[src/rtl/vga_pkg.sv]
// Shared raster timing constants and helpers for the VGA sync generator.
package vga_pkg;

   // Default 640x480 @ 60 Hz timing, in pixel clocks / lines
   localparam int H_VISIBLE_DEF = 640;
   localparam int H_FRONT_DEF   = 16;
   localparam int H_SYNC_DEF    = 96;
   localparam int H_BACK_DEF    = 48;
   localparam int V_VISIBLE_DEF = 480;
   localparam int V_FRONT_DEF   = 10;
   localparam int V_SYNC_DEF    = 2;
   localparam int V_BACK_DEF    = 33;

   // Width of the pixel coordinate outputs
   localparam int COORD_W = 10;

   // Half-open sync window [lo, hi) along one axis
   typedef struct packed {
      logic [31:0] lo;
      logic [31:0] hi;
   } sync_win_t;

   // Sync pulse starts after visible area and front porch, lasts SYNC counts
   function automatic sync_win_t sync_window(input int visible, input int front, input int sync);
      sync_win_t w;
      w.lo = 32'(visible + front);
      w.hi = 32'(visible + front + sync);
      return w;
   endfunction

endpackage

[src/rtl/vga_timing_axis.sv]
// One raster axis: wrapping position counter plus visible/sync window flags.
module vga_timing_axis
   import vga_pkg::*;
#(
   parameter int VISIBLE = H_VISIBLE_DEF,
   parameter int FRONT   = H_FRONT_DEF,
   parameter int SYNC    = H_SYNC_DEF,
   parameter int BACK    = H_BACK_DEF,
   localparam int TOTAL  = VISIBLE + FRONT + SYNC + BACK,
   localparam int CW     = $clog2(TOTAL)
) (
   input  logic          clk,
   input  logic          rst,
   input  logic          en,
   output logic [CW-1:0] count,
   output logic          wrap,
   output logic          visible,
   output logic          in_sync
);

   localparam sync_win_t       WIN     = sync_window(VISIBLE, FRONT, SYNC);
   localparam logic [CW-1:0]   LAST    = CW'(TOTAL - 1);
   localparam logic [CW-1:0]   VIS_END = CW'(VISIBLE);
   localparam logic [CW-1:0]   SYNC_LO = CW'(WIN.lo);
   localparam logic [CW-1:0]   SYNC_HI = CW'(WIN.hi);

   logic [CW-1:0] r_count;
   logic          w_wrap;

   assign w_wrap  = en && (r_count == LAST);
   assign count   = r_count;
   assign wrap    = w_wrap;
   assign visible = (r_count < VIS_END);
   assign in_sync = (r_count >= SYNC_LO) && (r_count < SYNC_HI);

   // Position counter: advances when enabled, wraps TOTAL-1 -> 0 with no dead cycle
   always_ff @(posedge clk) begin
      if (rst) begin
         r_count <= '0;
      end else if (en) begin
         r_count <= w_wrap ? '0 : r_count + 1'b1;
      end
   end

endmodule

[src/rtl/vga_sync_generator.sv]
// VGA raster timing: h/v counters, registered sync, visible flag, coordinates and strobes.
module vga_sync_generator
   import vga_pkg::*;
#(
   parameter int   H_VISIBLE   = H_VISIBLE_DEF,
   parameter int   H_FRONT     = H_FRONT_DEF,
   parameter int   H_SYNC      = H_SYNC_DEF,
   parameter int   H_BACK      = H_BACK_DEF,
   parameter int   V_VISIBLE   = V_VISIBLE_DEF,
   parameter int   V_FRONT     = V_FRONT_DEF,
   parameter int   V_SYNC      = V_SYNC_DEF,
   parameter int   V_BACK      = V_BACK_DEF,
   parameter logic SYNC_ACTIVE = 1'b0
) (
   input  logic               clk,
   input  logic               rst,
   output logic               hsync,
   output logic               vsync,
   output logic               video_on,
   output logic [COORD_W-1:0] pixel_x,
   output logic [COORD_W-1:0] pixel_y,
   output logic               line_start,
   output logic               frame_start
);

   localparam int H_TOTAL = H_VISIBLE + H_FRONT + H_SYNC + H_BACK;
   localparam int V_TOTAL = V_VISIBLE + V_FRONT + V_SYNC + V_BACK;
   localparam int HCW     = $clog2(H_TOTAL);
   localparam int VCW     = $clog2(V_TOTAL);

   // Reject timings that are degenerate or do not fit the coordinate width
   generate
      if (H_VISIBLE < 1 || H_FRONT < 1 || H_SYNC < 1 || H_BACK < 1 ||
          V_VISIBLE < 1 || V_FRONT < 1 || V_SYNC < 1 || V_BACK < 1) begin : g_bad_param
         $error("vga_sync_generator: every timing parameter must be >= 1");
      end
      if (H_TOTAL > (1 << COORD_W) || V_TOTAL > (1 << COORD_W)) begin : g_bad_total
         $error("vga_sync_generator: H_TOTAL and V_TOTAL must be <= 1024");
      end
   endgenerate

   logic [HCW-1:0] w_h_count;
   logic [VCW-1:0] w_v_count;
   logic           w_h_wrap;
   logic           w_h_visible;
   logic           w_h_in_sync;
   logic           w_v_visible;
   logic           w_v_in_sync;
   logic           w_unused_v_wrap;
   logic           w_video_on;

   // Horizontal axis runs every pixel clock
   vga_timing_axis #(
      .VISIBLE (H_VISIBLE),
      .FRONT   (H_FRONT),
      .SYNC    (H_SYNC),
      .BACK    (H_BACK)
   ) u_h_axis (
      .clk     (clk),
      .rst     (rst),
      .en      (1'b1),
      .count   (w_h_count),
      .wrap    (w_h_wrap),
      .visible (w_h_visible),
      .in_sync (w_h_in_sync)
   );

   // Vertical axis steps once per line, on the horizontal wrap
   vga_timing_axis #(
      .VISIBLE (V_VISIBLE),
      .FRONT   (V_FRONT),
      .SYNC    (V_SYNC),
      .BACK    (V_BACK)
   ) u_v_axis (
      .clk     (clk),
      .rst     (rst),
      .en      (w_h_wrap),
      .count   (w_v_count),
      .wrap    (w_unused_v_wrap),
      .visible (w_v_visible),
      .in_sync (w_v_in_sync)
   );

   assign w_video_on = w_h_visible && w_v_visible;

   logic               r_hsync;
   logic               r_vsync;
   logic               r_video_on;
   logic [COORD_W-1:0] r_pixel_x;
   logic [COORD_W-1:0] r_pixel_y;
   logic               r_line_start;
   logic               r_frame_start;

   // Register the decode of the pre-edge counters; outputs trail the counters by one clock
   always_ff @(posedge clk) begin
      if (rst) begin
         r_hsync       <= ~SYNC_ACTIVE;
         r_vsync       <= ~SYNC_ACTIVE;
         r_video_on    <= 1'b0;
         r_pixel_x     <= '0;
         r_pixel_y     <= '0;
         r_line_start  <= 1'b0;
         r_frame_start <= 1'b0;
      end else begin
         r_hsync       <= w_h_in_sync ? SYNC_ACTIVE : ~SYNC_ACTIVE;
         r_vsync       <= w_v_in_sync ? SYNC_ACTIVE : ~SYNC_ACTIVE;
         r_video_on    <= w_video_on;
         r_pixel_x     <= w_video_on ? COORD_W'(w_h_count) : '0;
         r_pixel_y     <= w_video_on ? COORD_W'(w_v_count) : '0;
         r_line_start  <= (w_h_count == '0);
         r_frame_start <= (w_h_count == '0) && (w_v_count == '0);
      end
   end

   assign hsync       = r_hsync;
   assign vsync       = r_vsync;
   assign video_on    = r_video_on;
   assign pixel_x     = r_pixel_x;
   assign pixel_y     = r_pixel_y;
   assign line_start  = r_line_start;
   assign frame_start = r_frame_start;

endmodule

[config.mk]
export PLATFORM = sky130hd
export DESIGN_NAME = vga_sync_generator
export DESIGN_NICKNAME = d
export VERILOG_FILES = /design/src/rtl/vga_pkg.sv /design/src/rtl/vga_timing_axis.sv /design/src/rtl/vga_sync_generator.sv
export SDC_FILE = /design/constraint.sdc
export NUM_CORES = 1
export LEC_CHECK = 0
export ABC_AREA = 0
export CAP_MARGIN = 20
export CELL_PAD_IN_SITES_DETAIL_PLACEMENT = 0
export CELL_PAD_IN_SITES_GLOBAL_PLACEMENT = 1
export CORE_ASPECT_RATIO = 0.75
export CORE_MARGIN = 4
export CORE_UTILIZATION = 30
export CTS_CLUSTER_DIAMETER = 40
export DETAILED_ROUTE_END_ITERATION = 8
export PLACE_DENSITY = 0.7
export SETUP_SLACK_MARGIN = 0.5
export SYNTH_ARGS = -nofsm -noshare
export SYNTH_HDL_FRONTEND = slang
export SYNTH_SLANG_ARGS = --single-unit
[constraint.sdc]
create_clock -name clk -period 5.2 [get_ports clk]
set_clock_uncertainty 0.1 [all_clocks]
set_input_delay 0.78 -clock clk [delete_from_list [all_inputs] [get_ports clk]]
set_output_delay 0.78 -clock clk [all_outputs]
set_load 0.02 [all_outputs]
==> results.md <==
- Outcome: complete, no violations
- CP Data Arrival Time: 1.23 ns
- Worst hold path depth: 1
- CTS Hold Bufs: 0
- Die X: 96.2 um
- CP Max Fanout: 1
- Starting Density: 31.8%
- Hold_sp: u_v_axis.count[7]
- RePlAce Congestion: 0.834
- Worst setup EP type: output port
- Hold Path Class: flop to flop
- Hold Vio Cnt, Final: 0
- HPWL Detailed: 2480 um
- Critical path's slowest cell: clkdlybuf4s50_1
- Routed wl met3: 267 um
- Met1 WL: 1940 um
- Via count of the first global-routing pass: 1116
- Logic pwr share: 4.4%
- CTS buffer count: 5
- Internal power: 0.507 mW
- Resized Gates After CTS: 0
- Die Y: 74.1 um
- Crit. path cell count: 1
- CTS Root Cell: clkbuf_8
- Via count: 1259
- VDD IR-drop max: 0.145 mV
- Setup violators final: 0
- Clock power frac: 41.0%
- Largest net degree at the start of global routing: 21
- Die area: 0.00713 sq mm
- Setup TNS: 0 ns
- Global route total overflow: 0
- Clk slew on worst S/H paths: 0.08 ns
- Worst rel slew slack: 60.2%
- Io pins: 27
- Placed instance area: 0.00209 sq mm
- Worst-path cell chain: clkdlybuf4s50_1
- Setup slack, reg-to-reg: 3.12 ns
- Via-to-Cell Ratio: 4.50
- PD cells: 295 mW/mm^2
- RSZ-0062 raised after global routing: false
- Worst r2r path cells: 5
- DR WL/cell: 12.3 um
- All-Layer GR Usage: 11.0%
- I/O Buffers: 26
- DR iter-0 viols: 82
- Commonest cells after routing, fill and taps aside: dfxtp_1 (45), clkdlybuf4s50_1 (26), and2_1 (21)
- Sequential power share: 54.6%
- First-pass GRT wire length: 5790 um
- Family with the most delay on the worst path: buffers and inverters
- Clock Path Buffers: 2
- Postcts setup bufs: 0
- Period minus WS final: 2.11 ns
- Post-synthesis sequential area ratio: 51.5%
- Final worst path period share: 40.5%
- Worst Path Buf+Inv: 1
- Clk sinks: 45
- Pleak: 0.807 nW
- N_diodes: 0
- P_sw: 0.141 mW
- Max-slew violation count: 0
- Area Growth Syn to Fin: 25.7%
- Fmax: 0.475 GHz
- Worst path required time: 4.32 ns
- Final Instance Area: 0.00220 sq mm
- R2R Path Start: u_h_axis.count[0]
- Share of layout cells above drive strength 1: 7.80%
- Mapped Area: 0.00175 sq mm
- Hold endpoint: pixel_y[7]
- Worst path max stage delay: 0.60 ns
- Met2 WL: 1180 um
- H-tree Lvls: 2
- Top Layer Used: met4
- Synth Net Count: 183
- Initial antenna violation count: 0
- Netlist cell types: 34
- Asr flop ratio synth: 0%
- Gate Count Post-Synth: 177
- DRC: 0
- Site Rows: 23
- Worst R2R End: u_v_axis.count[7]
- Post-synth EDFFs: 0
- Post-synthesis area per instance: 9.88 sq um
- Yosys warning count: 0
- Post-Route WL: 3450 um
- NumNets Final: 210
- Max_cap viols: 0
- Final ANT Viol Nets: 0
- Commonest non-fill, non-tap cell in the layout: dfxtp_1
- Worst setup SP type: flop
- CTS tree: done
- #FFs+latches synth: 45
- TritonRoute pass-1 iters: 4
- Worst skew pair latency: 0.30 ns
- Post-synth top flop: dfxtp_1
- Measured slew at the worst slew-check pin: 0.595 ns
- Fill cells: 540
- Switching Share: 21.8%
- Crit Path Class: flop to output port
- Core Region: 0.00550 sq mm
## kinds of logic after synthesis
logic type	synth area share (%)
AO/OA/AOI/OAI	4.94
XOR/XNOR	6.51
adder cells (fa/ha/maj)	2.86
buffers and inverters	3.00
flip-flops	51.5
other	0.214
AND/OR/NAND/NOR	31.0
## per-stage QoR
step | cells | worst slack (ns) | power, mW | hold slack (ns) | util [%]
after floorplan | 177 | 3.27 | 0.378 | 0.372 | -
after global routing | 280 | 2.97 | 0.675 | 0.454 | 40.0
final | 280 | 3.09 | 0.648 | 0.427 | 40.0
after CTS | 280 | 3.08 | 0.656 | 0.425 | 40.0
after global placement | 272 | 2.78 | 0.391 | 0.394 | 38.0
after detailed placement | 272 | 2.78 | 0.391 | 0.412 | 38.0
## synthesized netlist by cell type (2+ instances only)
master | n | area [sq um]
and2_1 | 21 | 131
xnor2_1 | 8 | 70.1
nand4bb_1 | 2 | 22.5
clkbuf_1 | 4 | 15.0
inv_1 | 6 | 22.5
dfxtp_1 | 45 | 901
nand3_1 | 9 | 45.0
nor4b_1 | 3 | 26.3
buf_2 | 3 | 15.0
and3_1 | 2 | 12.5
nor4_1 | 4 | 25.0
a21oi_1 | 5 | 25.0
nand4_1 | 4 | 25.0
ha_1 | 4 | 50.1
or3_1 | 3 | 18.8
nor3_1 | 7 | 35.0
xor2_1 | 5 | 43.8
nor2_1 | 14 | 52.6
nand2_1 | 9 | 33.8
o21ai_0 | 5 | 25.0
## metal layers
| layer | up-vias | track usage [%] |
|---|---|---|
| met2 | 36 | 12.7 |
| met4 | 0 | 4.73 |
| li1 | 655 | - |
| met3 | 6 | 4.85 |
| met5 | - | 0 |
| met1 | 562 | 16.9 |
## sequential cells by signal, summed over array words and instances, names as in the netlist
signal / count
pixel_x: 10
pixel_y: 10
u_h_axis.count: 10
u_v_axis.count: 10
frame_start: 1
hsync: 1
line_start: 1
video_on: 1
vsync: 1
## worst max path at each step
| stage | start | to | slack (ns) |
|---|---|---|---|
| after floorplan | u_h_axis.count[0] | u_v_axis.count[7] | 3.27 |
| after global placement | rst | pixel_x[0] | 2.78 |
| after detailed placement | rst | pixel_y[1] | 2.78 |
| after CTS | line_start | line_start | 3.08 |
| after global routing | u_h_axis.count[1] | u_v_axis.count[6] | 2.97 |
| final | pixel_x[0] | pixel_x[0] | 3.09 |
## power groups by stage
stage	registers, mW	clock network (mW)	logic, mW
2_1_floorplan	0.365	0	0.0126
3_3_place_gp	0.362	0	0.0287
3_5_place_dp	0.362	0	0.0284
4_1_cts	0.354	0.273	0.0287
5_1_grt	0.355	0.289	0.0314
6_report	0.354	0.266	0.0283
## cell type report
cell class / instances / area (sq um) / area share (%)
flip-flops and latches: 45 / 901 / 41.0
multi-input cells: 119 / 802 / 36.5
repair buffers: 27 / 268 / 12.2
well taps: 75 / 93.8 / 4.27
clock buffers: 6 / 72.6 / 3.30
clock inverters: 2 / 38.8 / 1.76
inverters: 6 / 22.5 / 1.02
Note: power is estimated with default switching activity, not from simulation.
